<file path="config.mk">
export PLATFORM = sky130hd
export DESIGN_NAME = sevenseg_scan_flat
export DESIGN_NICKNAME = d
export VERILOG_FILES = /design/src/rtl/sevenseg_scan_if.sv /design/src/rtl/sevenseg_scan.sv /design/src/flat_wrapper.sv
export SDC_FILE = /design/constraint.sdc
export NUM_CORES = 1
export LEC_CHECK = 0
export CAP_MARGIN = 10
export CORE_AREA = 8 8 92 94
export CTS_BUF_LIST = sky130_fd_sc_hd__clkbuf_8
export DETAILED_ROUTE_END_ITERATION = 12
export DIE_AREA = 0 0 100 102
export GPL_TIMING_DRIVEN = 0
export PLACE_DENSITY = 0.71
export SLEW_MARGIN = 20
export SYNTH_ARGS = -nofsm -noshare
export SYNTH_HDL_FRONTEND = slang
export SYNTH_SLANG_ARGS = --single-unit
</file>
<file path="constraint.sdc">
create_clock -name clk -period 2.7 [get_ports clk]
set_clock_uncertainty 0.15 [all_clocks]
set_input_delay 0.27 -clock clk [delete_from_list [all_inputs] [get_ports clk]]
set_output_delay 0.27 -clock clk [all_outputs]
set_load 0.01 [all_outputs]
</file>
<file path="src/rtl/sevenseg_scan_if.sv">
// rtl/sevenseg_scan_if.sv - load/display bundle between core logic and the seven-segment scanner
interface sevenseg_scan_if #(
  parameter int DIGITS = 4
);
  logic                  load;
  logic [4*DIGITS-1:0]   value_in;
  logic [DIGITS-1:0]     dp_in;
  logic [DIGITS-1:0]     an;
  logic [6:0]            seg;
  logic                  dp;
  logic                  frame_tick;
  logic                  pending;

  modport master (
    output load, value_in, dp_in,
    input  an, seg, dp, frame_tick, pending
  );

  modport slave (
    input  load, value_in, dp_in,
    output an, seg, dp, frame_tick, pending
  );
endinterface

</file>
<file path="src/rtl/sevenseg_scan.sv">
// rtl/sevenseg_scan.sv - time-multiplexed hex driver with frame-aligned double-buffered load
// Optional macro LEADING_ZERO_BLANK_EN blanks leading zero digits above digit 0.
module sevenseg_scan #(
  parameter int DIGITS   = 4,
  parameter int PRESCALE = 1000
) (
  input  logic           clk,
  input  logic           rst_n,
  input  logic           en,
  sevenseg_scan_if.slave bus
);
  localparam int IW = (DIGITS > 1) ? $clog2(DIGITS) : 1;
  localparam int PW = $clog2(PRESCALE);
  localparam logic [IW-1:0] LAST_IDX = IW'(DIGITS - 1);
  localparam logic [PW-1:0] LAST_PRE = PW'(PRESCALE - 1);

  logic [PW-1:0]       presc;
  logic [IW-1:0]       idx;
  logic [4*DIGITS-1:0] shadow_val, display_val;
  logic [DIGITS-1:0]   shadow_dp, display_dp;
  logic                pending_r, frame_tick_r;
  logic [DIGITS-1:0]   an_r;
  logic [6:0]          seg_r;
  logic                dp_r;
  logic                step, wrap;
  logic [3:0]          nib;
  logic                dp_sel, blank_sel;
  logic [DIGITS-1:0]   blank;

  function automatic logic [6:0] hex_pattern(input logic [3:0] n);
    case (n)
      4'h0: hex_pattern = 7'h3F;
      4'h1: hex_pattern = 7'h06;
      4'h2: hex_pattern = 7'h5B;
      4'h3: hex_pattern = 7'h4F;
      4'h4: hex_pattern = 7'h66;
      4'h5: hex_pattern = 7'h6D;
      4'h6: hex_pattern = 7'h7D;
      4'h7: hex_pattern = 7'h07;
      4'h8: hex_pattern = 7'h7F;
      4'h9: hex_pattern = 7'h6F;
      4'hA: hex_pattern = 7'h77;
      4'hB: hex_pattern = 7'h7C;
      4'hC: hex_pattern = 7'h39;
      4'hD: hex_pattern = 7'h5E;
      4'hE: hex_pattern = 7'h79;
      default: hex_pattern = 7'h71;
    endcase
  endfunction

  assign step = en && (presc == LAST_PRE);
  assign wrap = step && (idx == LAST_IDX);

`ifdef LEADING_ZERO_BLANK_EN
  logic zero_run;

  // A digit is blank when it and every digit above it are zero; digit 0 always shows.
  always_comb begin
    zero_run = 1'b1;
    blank    = '0;
    for (int k = DIGITS - 1; k > 0; k--) begin
      zero_run = zero_run && (display_val[4*k +: 4] == 4'h0);
      blank[k] = zero_run;
    end
  end
`else
  assign blank = '0;
`endif

  always_comb begin
    nib       = 4'h0;
    dp_sel    = 1'b0;
    blank_sel = 1'b0;
    for (int k = 0; k < DIGITS; k++) begin
      if (idx == IW'(k)) begin
        nib       = display_val[4*k +: 4];
        dp_sel    = display_dp[k];
        blank_sel = blank[k];
      end
    end
  end

  always_ff @(posedge clk or negedge rst_n) begin
    if (!rst_n) begin
      presc        <= '0;
      idx          <= '0;
      shadow_val   <= '0;
      shadow_dp    <= '0;
      display_val  <= '0;
      display_dp   <= '0;
      pending_r    <= 1'b0;
      frame_tick_r <= 1'b0;
      an_r         <= '1;
      seg_r        <= 7'h7F;
      dp_r         <= 1'b1;
    end else begin
      frame_tick_r <= wrap;

      if (step) begin
        presc <= '0;
        idx   <= (idx == LAST_IDX) ? '0 : idx + 1'b1;
      end else if (en) begin
        presc <= presc + 1'b1;
      end

      // Display takes the old shadow at the wrap; a load on that same edge waits a frame.
      if (wrap && pending_r) begin
        display_val <= shadow_val;
        display_dp  <= shadow_dp;
      end

      if (bus.load) begin
        shadow_val <= bus.value_in;
        shadow_dp  <= bus.dp_in;
        pending_r  <= 1'b1;
      end else if (wrap) begin
        pending_r  <= 1'b0;
      end

      if (!en) begin
        an_r  <= '1;
        seg_r <= 7'h7F;
        dp_r  <= 1'b1;
      end else begin
        // Anodes go dark for the cycle the index moves to avoid ghosting.
        an_r  <= step ? '1 : ~(DIGITS'(1) << idx);
        seg_r <= blank_sel ? 7'h7F : ~hex_pattern(nib);
        dp_r  <= ~dp_sel;
      end
    end
  end

  assign bus.an         = an_r;
  assign bus.seg        = seg_r;
  assign bus.dp         = dp_r;
  assign bus.frame_tick = frame_tick_r;
  assign bus.pending    = pending_r;
endmodule

</file>
<file path="src/flat_wrapper.sv">
// flat-port wrapper written by rule: the top's interface ports become plain ports
module sevenseg_scan_flat 
#(
  parameter int DIGITS   = 4,
  parameter int PRESCALE = 1000
)
  (clk, rst_n, en, bus_load, bus_value_in, bus_dp_in, bus_an, bus_seg, bus_dp, bus_frame_tick, bus_pending);
  sevenseg_scan_if #(.DIGITS(DIGITS)) bus_i ();
  input  logic clk;
  input  logic rst_n;
  input  logic en;
  input wire logic [$bits(bus_i.load)-1:0] bus_load;
  input wire logic [$bits(bus_i.value_in)-1:0] bus_value_in;
  input wire logic [$bits(bus_i.dp_in)-1:0] bus_dp_in;
  output wire logic [$bits(bus_i.an)-1:0] bus_an;
  output wire logic [$bits(bus_i.seg)-1:0] bus_seg;
  output wire logic [$bits(bus_i.dp)-1:0] bus_dp;
  output wire logic [$bits(bus_i.frame_tick)-1:0] bus_frame_tick;
  output wire logic [$bits(bus_i.pending)-1:0] bus_pending;
  assign bus_i.load = bus_load;
  assign bus_i.value_in = bus_value_in;
  assign bus_i.dp_in = bus_dp_in;
  assign bus_an = bus_i.an;
  assign bus_seg = bus_i.seg;
  assign bus_dp = bus_i.dp;
  assign bus_frame_tick = bus_i.frame_tick;
  assign bus_pending = bus_i.pending;
  sevenseg_scan #(.DIGITS(DIGITS), .PRESCALE(PRESCALE)) u_core (.clk(clk), .rst_n(rst_n), .en(en), .bus(bus_i));
endmodule
</file>
==> results of run 1 <==
==> cells in the mapped netlist <==
cell type / n / share of area, %
dfrtp_1: 54 / 44
mux2_2: 22 / 8.1
mux2_4: 20 / 9.8
nand2_1: 18 / 2.2
dfstp_2: 12 / 10
ha_1: 11 / 4.5
nand3_1: 11 / 1.8
o21ai_0: 11 / 1.8
nor2_1: 10 / 1.2
a21oi_1: 8 / 1.3
inv_1: 7 / 0.86
o211ai_1: 6 / 1.5
a31oi_1: 3 / 0.61
clkbuf_1: 3 / 0.37
nand4_1: 3 / 0.61
xnor2_1: 3 / 0.86
xor2_1: 3 / 0.86
a2111oi_0: 2 / 0.57
and2_1: 2 / 0.41
buf_12: 2 / 1.3
buf_2: 2 / 0.33
nand2b_1: 2 / 0.41
nand3b_1: 2 / 0.49
o22a_1: 2 / 0.57
o41ai_1: 2 / 0.57
a21boi_0: 1 / 0.25
and2b_1: 1 / 0.25
and3_1: 1 / 0.20
and3_4: 1 / 0.37
buf_4: 1 / 0.25
buf_6: 1 / 0.37
mux2i_1: 1 / 0.33
nand2_4: 1 / 0.37
nor4_4: 1 / 0.70
o221ai_1: 1 / 0.29
o2bb2ai_1: 1 / 0.29
o311ai_0: 1 / 0.29
o31a_1: 1 / 0.29
or2b_1: 1 / 0.25
==> kinds of logic after synthesis <==
group           Yosys count
mux                      43
fa+ha+maj                11
xor+xnor                  6
buf+inv                  16
simple gates             54
compound gates           39
flops                    66
==> final cells by class <==
class	instances	area share, %
flip-flops and latches	66	43.46
multi-input cells	153	34.39
repair buffers	42	11.09
clock buffers	9	3.230
well taps	99	3.230
plain buffers	9	2.088
clock inverters	7	1.827
inverters	7	0.6852
==> routing by layer <==
layer	part of all wire [%]	up-vias	GRT usage (%)
li1	-	952	-
met1	49	930	15.08
met2	45	43	16.68
met3	3.6	14	4.496
met4	2.9	0	5.814
met5	0	-	0
==> flip-flops by register name, indices dropped and copies added (netlist names) <==
| register | cells |
|---|---|
| u_core.display_dp | 4 |
| u_core.bus.frame_tick | 1 |
| u_core.bus.an | 4 |
| u_core.shadow_val | 16 |
| u_core.shadow_dp | 4 |
| u_core.bus.pending | 1 |
| u_core.display_val | 16 |
| u_core.bus.seg | 7 |
| u_core.idx | 2 |
| u_core.presc | 10 |
| u_core.bus.dp | 1 |
==> path summary, 6_finish.rpt <==
check	from	end	slack, ns	depth (start not counted)
hold reg to reg	u_core.presc[8]$_DFFE_PN0P_	u_core.presc[8]$_DFFE_PN0P_	0.34	1
min in group asynchronous	rst_n	u_core.display_val[9]$_DFFE_PN0P_	0.17	2
max in group asynchronous	rst_n	u_core.bus.seg[3]$_DFF_PN1_	1.67	3
hold / removal	en	u_core.presc[0]$_DFFE_PN0P_	0.09	3
setup reg to reg	u_core.idx[0]$_DFFE_PN0P_	u_core.bus.seg[0]$_DFF_PN1_	0.12	11
setup / recovery	u_core.idx[0]$_DFFE_PN0P_	u_core.bus.seg[0]$_DFF_PN1_	0.12	11
==> placed cells by master (no fill, tap or decap), types with 3 or more instances in the layout <==
cell / instances
ha_1: 9
nand4_1: 3
clkinvlp_4: 3
mux2_2: 22
nand2_1: 18
clkdlybuf4s50_1: 35
a31oi_1: 3
clkbuf_1: 3
a21oi_1: 8
xnor2_1: 3
dfrtp_1: 54
dfstp_2: 12
o211ai_1: 6
buf_4: 6
mux2_4: 20
o21ai_0: 11
inv_1: 8
nor2_1: 9
nand3_1: 11
xor2_1: 3
clkbuf_8: 9
==> through the flow <==
stage               setup TNS (ns)  setup WS, ns
finish                           0        0.1177
global route              -0.04909      -0.03396
CTS                              0       0.02075
detailed placement         -0.1458       -0.1237
global placement            -48.54       -0.8673
floorplan                        0        0.3113
==> worst max-delay path, stage by stage (launching register included) <==
cell	delay, ns
dfrtp_1	0.41
inv_1	0.12
ha_2	0.26
nand2_1	0.07
o211ai_1	0.32
o221ai_4	0.20
buf_4	0.18
ha_1	0.18
inv_1	0.10
a21oi_1	0.08
a2111oi_1	0.33
a31oi_1	0.08
==> power breakdown <==
group          leakage [nW]  switching, mW  internal [mW]
clock network        0.0931          0.378          0.424
logic                 0.725         0.0765          0.108
registers             0.809         0.0685           1.06
total                  1.63          0.523           1.59
==> repair_timing <==
item                                    in CTS  in global routing
hold endpoints to repair                    59                  0
pin swaps                                    0                  3
endpoints found under the setup margin       2                  3
resized for setup                            2                  6
buffers inserted                             0                  4
hold buffers                                 1                  0
gates cloned                                 0                  0
==> results.py, run 1 <==
metrics = {
    "routing": {
        "postRouteAntennaNets": 0,
        "drtIter0Drc": 70,
        "drt-total-wl_um": 5463,
        "via_per_inst": 4.946,
        "drcViolationCount": 0,
        "first_pass_iters": 4,
        "vias": 1939,
        "wl_per_cell_um": 13.94,
    },
    "global_route": {
        "grt_pass1_vias": 1975,
        "grt_pass1_wl_um": 9190,
        "globalRouteOverflowTotal": 0,
        "grt_usage_pct": 11.67,
        "antenna_found_initial": 0,
        "grt_start_max_net_pins": 52,
    },
    "timing": {
        "maxSlewViolCount": 0,
        "finalHoldWorstSlack_ns": 0.09276,
        "fmax_mhz": 387.3,
        "hold_viol": 0,
        "post-route-period-util_pct": 95.64,
        "period_needed_ns": 2.582,
        "rsz0062_at_grt": "true",
        "relSlewSlack_pct": 59.65,
        "finalSetupViolCount": 0,
        "tightest_slew_ns": 0.6026,
    },
    "clock_network": {
        "cts_buffers": 9,
        "cts.sinks": 66,
        "htree_levels": 3,
        "clk_pin_slew_ns": 0.07,
        "insertion_delay_ns": 0.34,
        "root_buffer": "clkbuf_8",
        "cts_tree": "done",
        "cts_max_path_buffers": 2,
    },
    "final_layout": {
        "final_cell_area_sq_um": 3835,
        "nNetsFinal": 323,
        "seqCellArea_sq_um": 1667,
        "multi_input_area_sq_um": 1319,
        "syn_to_final_growth_pct": 25.36,
        "fill_cells": 625,
        "insertedDiodeCount": 0,
        "post-route-util_pct": 54.32,
        "stdcell_count": 392,
        "drive_above_1_share_pct": 30.03,
    },
    "power_and_ir_drop": {
        "power.total_mw": 2.118,
        "power_density_nw_per_um2": 552.3,
        "peakVddDrop_uv": 376.7,
        "p_leak_nw": 1.627,
    },
    "flow_run": {
        "cap_violations": 0,
    },
    "synthesis": {
        "ys_ff_latch": 66,
        "syn_nets": 270,
        "synthMuxAreaShare_pct": 18.24,
        "yosysSeqAreaShare_pct": 54.48,
        "synth_top_family_by_area": "multiplexers",
        "ys_types": 39,
        "synth.cell_area_sq_um": 3059,
        "ys_warn_count": 0,
        "synth_xor_xnor_area_share_pct": 1.718,
        "synth-simple-area-share_pct": 9.284,
        "syn_avg_cell_area_sq_um": 13.02,
        "synth_compound_area_share_pct": 8.303,
        "synth_cells": 235,
        "synthAdderAreaFrac_pct": 4.499,
    },
    "critical_path": {
        "path_class": "reg -> reg",
        "start_kind": "register",
        "cp-end-kind": "register",
        "cp.arrival_ns": 2.67,
        "worstPathMaxFanout": 6,
        "cp.required_ns": 2.79,
    },
    "floorplan": {
        "row_count": 31,
        "boundaryPins": 38,
        "die_h_um": 102,
        "die_w_um": 100,
        "dieArea_sq_um": 10200,
        "coreArea_sq_um": 7059,
        "start_util_pct": 43.34,
    },
    "place": {
        "io_buffers": 36,
        "hpwl_um": 3987,
        "gp_congestion": 0.8388,
        "placed_cells": 371,
        "dpl_cell_area_sq_um": 3568,
    },
    "hold_path": {
        "hold_path.class": "in -> reg",
    },
    "run_status": {
        "outcome": "finished, final reports clean",
    },
}
Note: power is estimated with default switching activity, not from simulation.
==> run 2, diff against run 1 <==
--- a/config.mk
+++ b/config.mk
@@ -12,7 +12,6 @@
 export DIE_AREA = 0 0 100 102
 export GPL_TIMING_DRIVEN = 0
 export PLACE_DENSITY = 0.71
-export SLEW_MARGIN = 20
 export SYNTH_ARGS = -nofsm -noshare
 export SYNTH_HDL_FRONTEND = slang
 export SYNTH_SLANG_ARGS = --single-unit
==> run 2 against run 1 <==
  * Final area increased by 1.5%
  * Flip-flop and latch count did not move
  * Clock-buffer cell count stayed put
  * Global-route usage is essentially flat
  * Total power increased by 9.0%
  * Worst hold slack worse by 0.0093 ns
  * Critical path type unchanged
  * Largest cell class unchanged
  * Via count increased by 0.15%
  * First-iteration DRC count decreased by 7.1%
  * Worst setup slack lost 0.085 ns
  * Final cell count is 0.51% higher
==> results.py, run 2 (same netlist as run 1, synthesis figures left out) <==
metrics = {
    "run_status": {
        "outcome": "finished, final reports clean",
    },
    "place": {
        "io_buffers": 36,
        "gp_congestion": 0.8388,
        "pre_cts_slack_ns": -0.1319,
        "hpwl_um": 3928,
    },
    "global_route": {
        "met1_usage_pct": 15.31,
        "grt_use_met3_pct": 4.292,
        "grtUsageMet2_pct": 16.78,
        "globalRouteOverflowTotal": 0,
        "grt_usage_pct": 11.70,
        "grt_pass1_wl_um": 9273,
        "antenna_found_initial": 0,
        "grt_start_max_net_pins": 67,
        "grt-busiest-layer": "met2",
        "grt_pass1_vias": 1952,
    },
    "routing": {
        "first_pass_iters": 4,
        "drt-total-wl_um": 5564,
        "drcViolationCount": 0,
        "drtIter0Drc": 65,
        "postRouteAntennaNets": 0,
        "wl_per_cell_um": 14.12,
        "vias": 1942,
        "via_per_inst": 4.929,
    },
    "final_layout": {
        "fill_cells": 627,
        "insertedDiodeCount": 0,
        "post-route-util_pct": 55.16,
        "layout_commonest_cell": "dfrtp_1",
        "nNetsFinal": 325,
        "drive_above_1_share_pct": 30.85,
        "final_cell_mix": "dfrtp_1 (54), clkdlybuf4s50_1 (35), mux2_2 (22), mux2_4 (20), nand2_1 (18)",
        "syn_to_final_growth_pct": 27.28,
        "reg.largest.list": "u_core.display_val: 16 flops, u_core.shadow_val: 16 flops, u_core.presc: 10 flops",
    },
    "critical_path": {
        "rrSetupSlack_ns": 0.03,
        "start_kind": "register",
        "timing.rr.end": "u_core.bus.seg[0]$_DFF_PN1_",
        "reg2reg_depth": 11,
        "worstPathMaxFanout": 10,
        "cp-end-kind": "register",
        "path_class": "reg -> reg",
        "cp.required_ns": 2.79,
        "r2r_start": "u_core.idx[1]$_DFFE_PN0P_",
        "cp.arrival_ns": 2.76,
    },
    "timing": {
        "maxSlewViolCount": 0,
        "hold_viol": 0,
        "final.setup.tns_ns": 0,
        "post-route-period-util_pct": 98.80,
        "relSlewSlack_pct": 47.71,
        "finalHoldWorstSlack_ns": 0.08346,
        "period_needed_ns": 2.668,
        "fin_ws_ns": 0.03233,
        "tightest_slew_ns": 0.7844,
        "fmax_mhz": 374.9,
        "finalSetupViolCount": 0,
    },
    "power_and_ir_drop": {
        "p_leak_nw": 1.652,
        "peakVddDrop_uv": 317.3,
        "power_density_nw_per_um2": 593.1,
    },
    "floorplan": {
        "die_w_um": 100,
        "die_h_um": 102,
        "row_count": 31,
        "boundaryPins": 38,
        "dieArea_sq_um": 10200,
        "start_util_pct": 43.34,
        "coreArea_sq_um": 7059,
    },
    "clock_network": {
        "cts_tree": "done",
        "clk_pin_slew_ns": 0.07,
        "cts_buffers": 9,
        "htree_levels": 3,
        "cts_max_path_buffers": 2,
        "insertion_delay_ns": 0.34,
        "cts.sinks": 66,
        "root_buffer": "clkbuf_8",
    },
    "flow_run": {
        "cap_violations": 0,
    },
    "hold_path": {
        "min_from": "en",
        "min_path_cells": 3,
        "hold_end": "u_core.presc[1]$_DFFE_PN0P_",
        "hold_path.class": "in -> reg",
    },
}
run 2: changes by cell type in the layout (fill, tap and decap cells not counted), sizes merged:
cell | previous run | this run
buf | 12 | 13
clkinv | 1 | 2
bufinv | 1 | 3
clkinvlp | 3 | 1
clkbuf | 12 | 13
inv | 9 | 8
run 2: metrics by stage:
step           area [sq um]  total power, mW  instances
4_1_cts                3802            2.339        387
3_5_place_dp           3541            1.331        370
5_1_grt                3894            2.419        394
2_1_floorplan          3059            1.240        235
3_3_place_gp           3543            1.323        370
6_report               3894            2.309        394
run 2: cell type report:
class                           instances  area [sq um]  area share [%]
Sequential cell                        66          1667           42.80
Buffer                                  9         82.58           2.121
Tap cell                               99         123.9           3.181
Clock buffer                            9         123.9           3.181
Multi-Input combinational cell        153          1331           34.19
Timing Repair Buffer                   44         420.4           10.80
Inverter                                7         26.28          0.6748
Clock inverter                          7         118.9           3.053
run 2: what timing repair did:
item | CTS | global route
hold buffers | 1 | 0
resized for setup | 2 | 9
gates cloned | 0 | 0
pin swaps | 0 | 3
setup buffers | 0 | 7
endpoints found under the setup margin | 2 | 3
endpoints found under the hold margin | 54 | 0
run 2: power by group:
part	internal, mW	total (mW)	switching (mW)
Sequential	1.06	1.13	0.0692
Combinational	0.103	0.178	0.0748
Clock	0.613	0.999	0.386
run 2: metal layers:
layer / vias up / part of all wire [%]
li1: 945 / -
met1: 942 / 48
met2: 47 / 46
met3: 8 / 4.6
met4: 0 / 1.5
met5: - / 0
run 2: how the worst max path moves through the flow:
stage	end	cells after the start	from	slack (ns)
2_1_floorplan	u_core.bus.seg[3]$_DFF_PN1_	8	u_core.idx[0]$_DFFE_PN0P_	0.31
3_3_place_gp	u_core.presc[2]$_DFFE_PN0P_	1	rst_n	-0.87
3_5_place_dp	u_core.bus.seg[3]$_DFF_PN1_	10	u_core.idx[0]$_DFFE_PN0P_	-0.13
4_1_cts	u_core.bus.seg[3]$_DFF_PN1_	9	u_core.idx[0]$_DFFE_PN0P_	0.01
5_1_grt	u_core.bus.seg[0]$_DFF_PN1_	11	u_core.idx[1]$_DFFE_PN0P_	-0.07
6_report	u_core.bus.seg[0]$_DFF_PN1_	11	u_core.idx[1]$_DFFE_PN0P_	0.03
run 2: critical path, cell delays in order, from the launching register on:
cell,delay (ns)
dfrtp_1,0.38
inv_1,0.11
ha_1,0.20
clkbuf_4,0.18
o211ai_1,0.33
o221ai_4,0.19
buf_4,0.17
ha_1,0.18
inv_1,0.10
a21oi_1,0.07
a2111oi_1,0.39
a31oi_1,0.09
==> run 3, diff against run 2 <==
--- a/config.mk
+++ b/config.mk
@@ -8,6 +8,7 @@
 export CAP_MARGIN = 10
 export CORE_AREA = 8 8 92 94
 export CTS_BUF_LIST = sky130_fd_sc_hd__clkbuf_8
+export CTS_CLUSTER_SIZE = 28
 export DETAILED_ROUTE_END_ITERATION = 12
 export DIE_AREA = 0 0 100 102
 export GPL_TIMING_DRIVEN = 0
==> results of run 3 <==
Same layout as run 2: the final DEF is identical, and so are final timing and power.
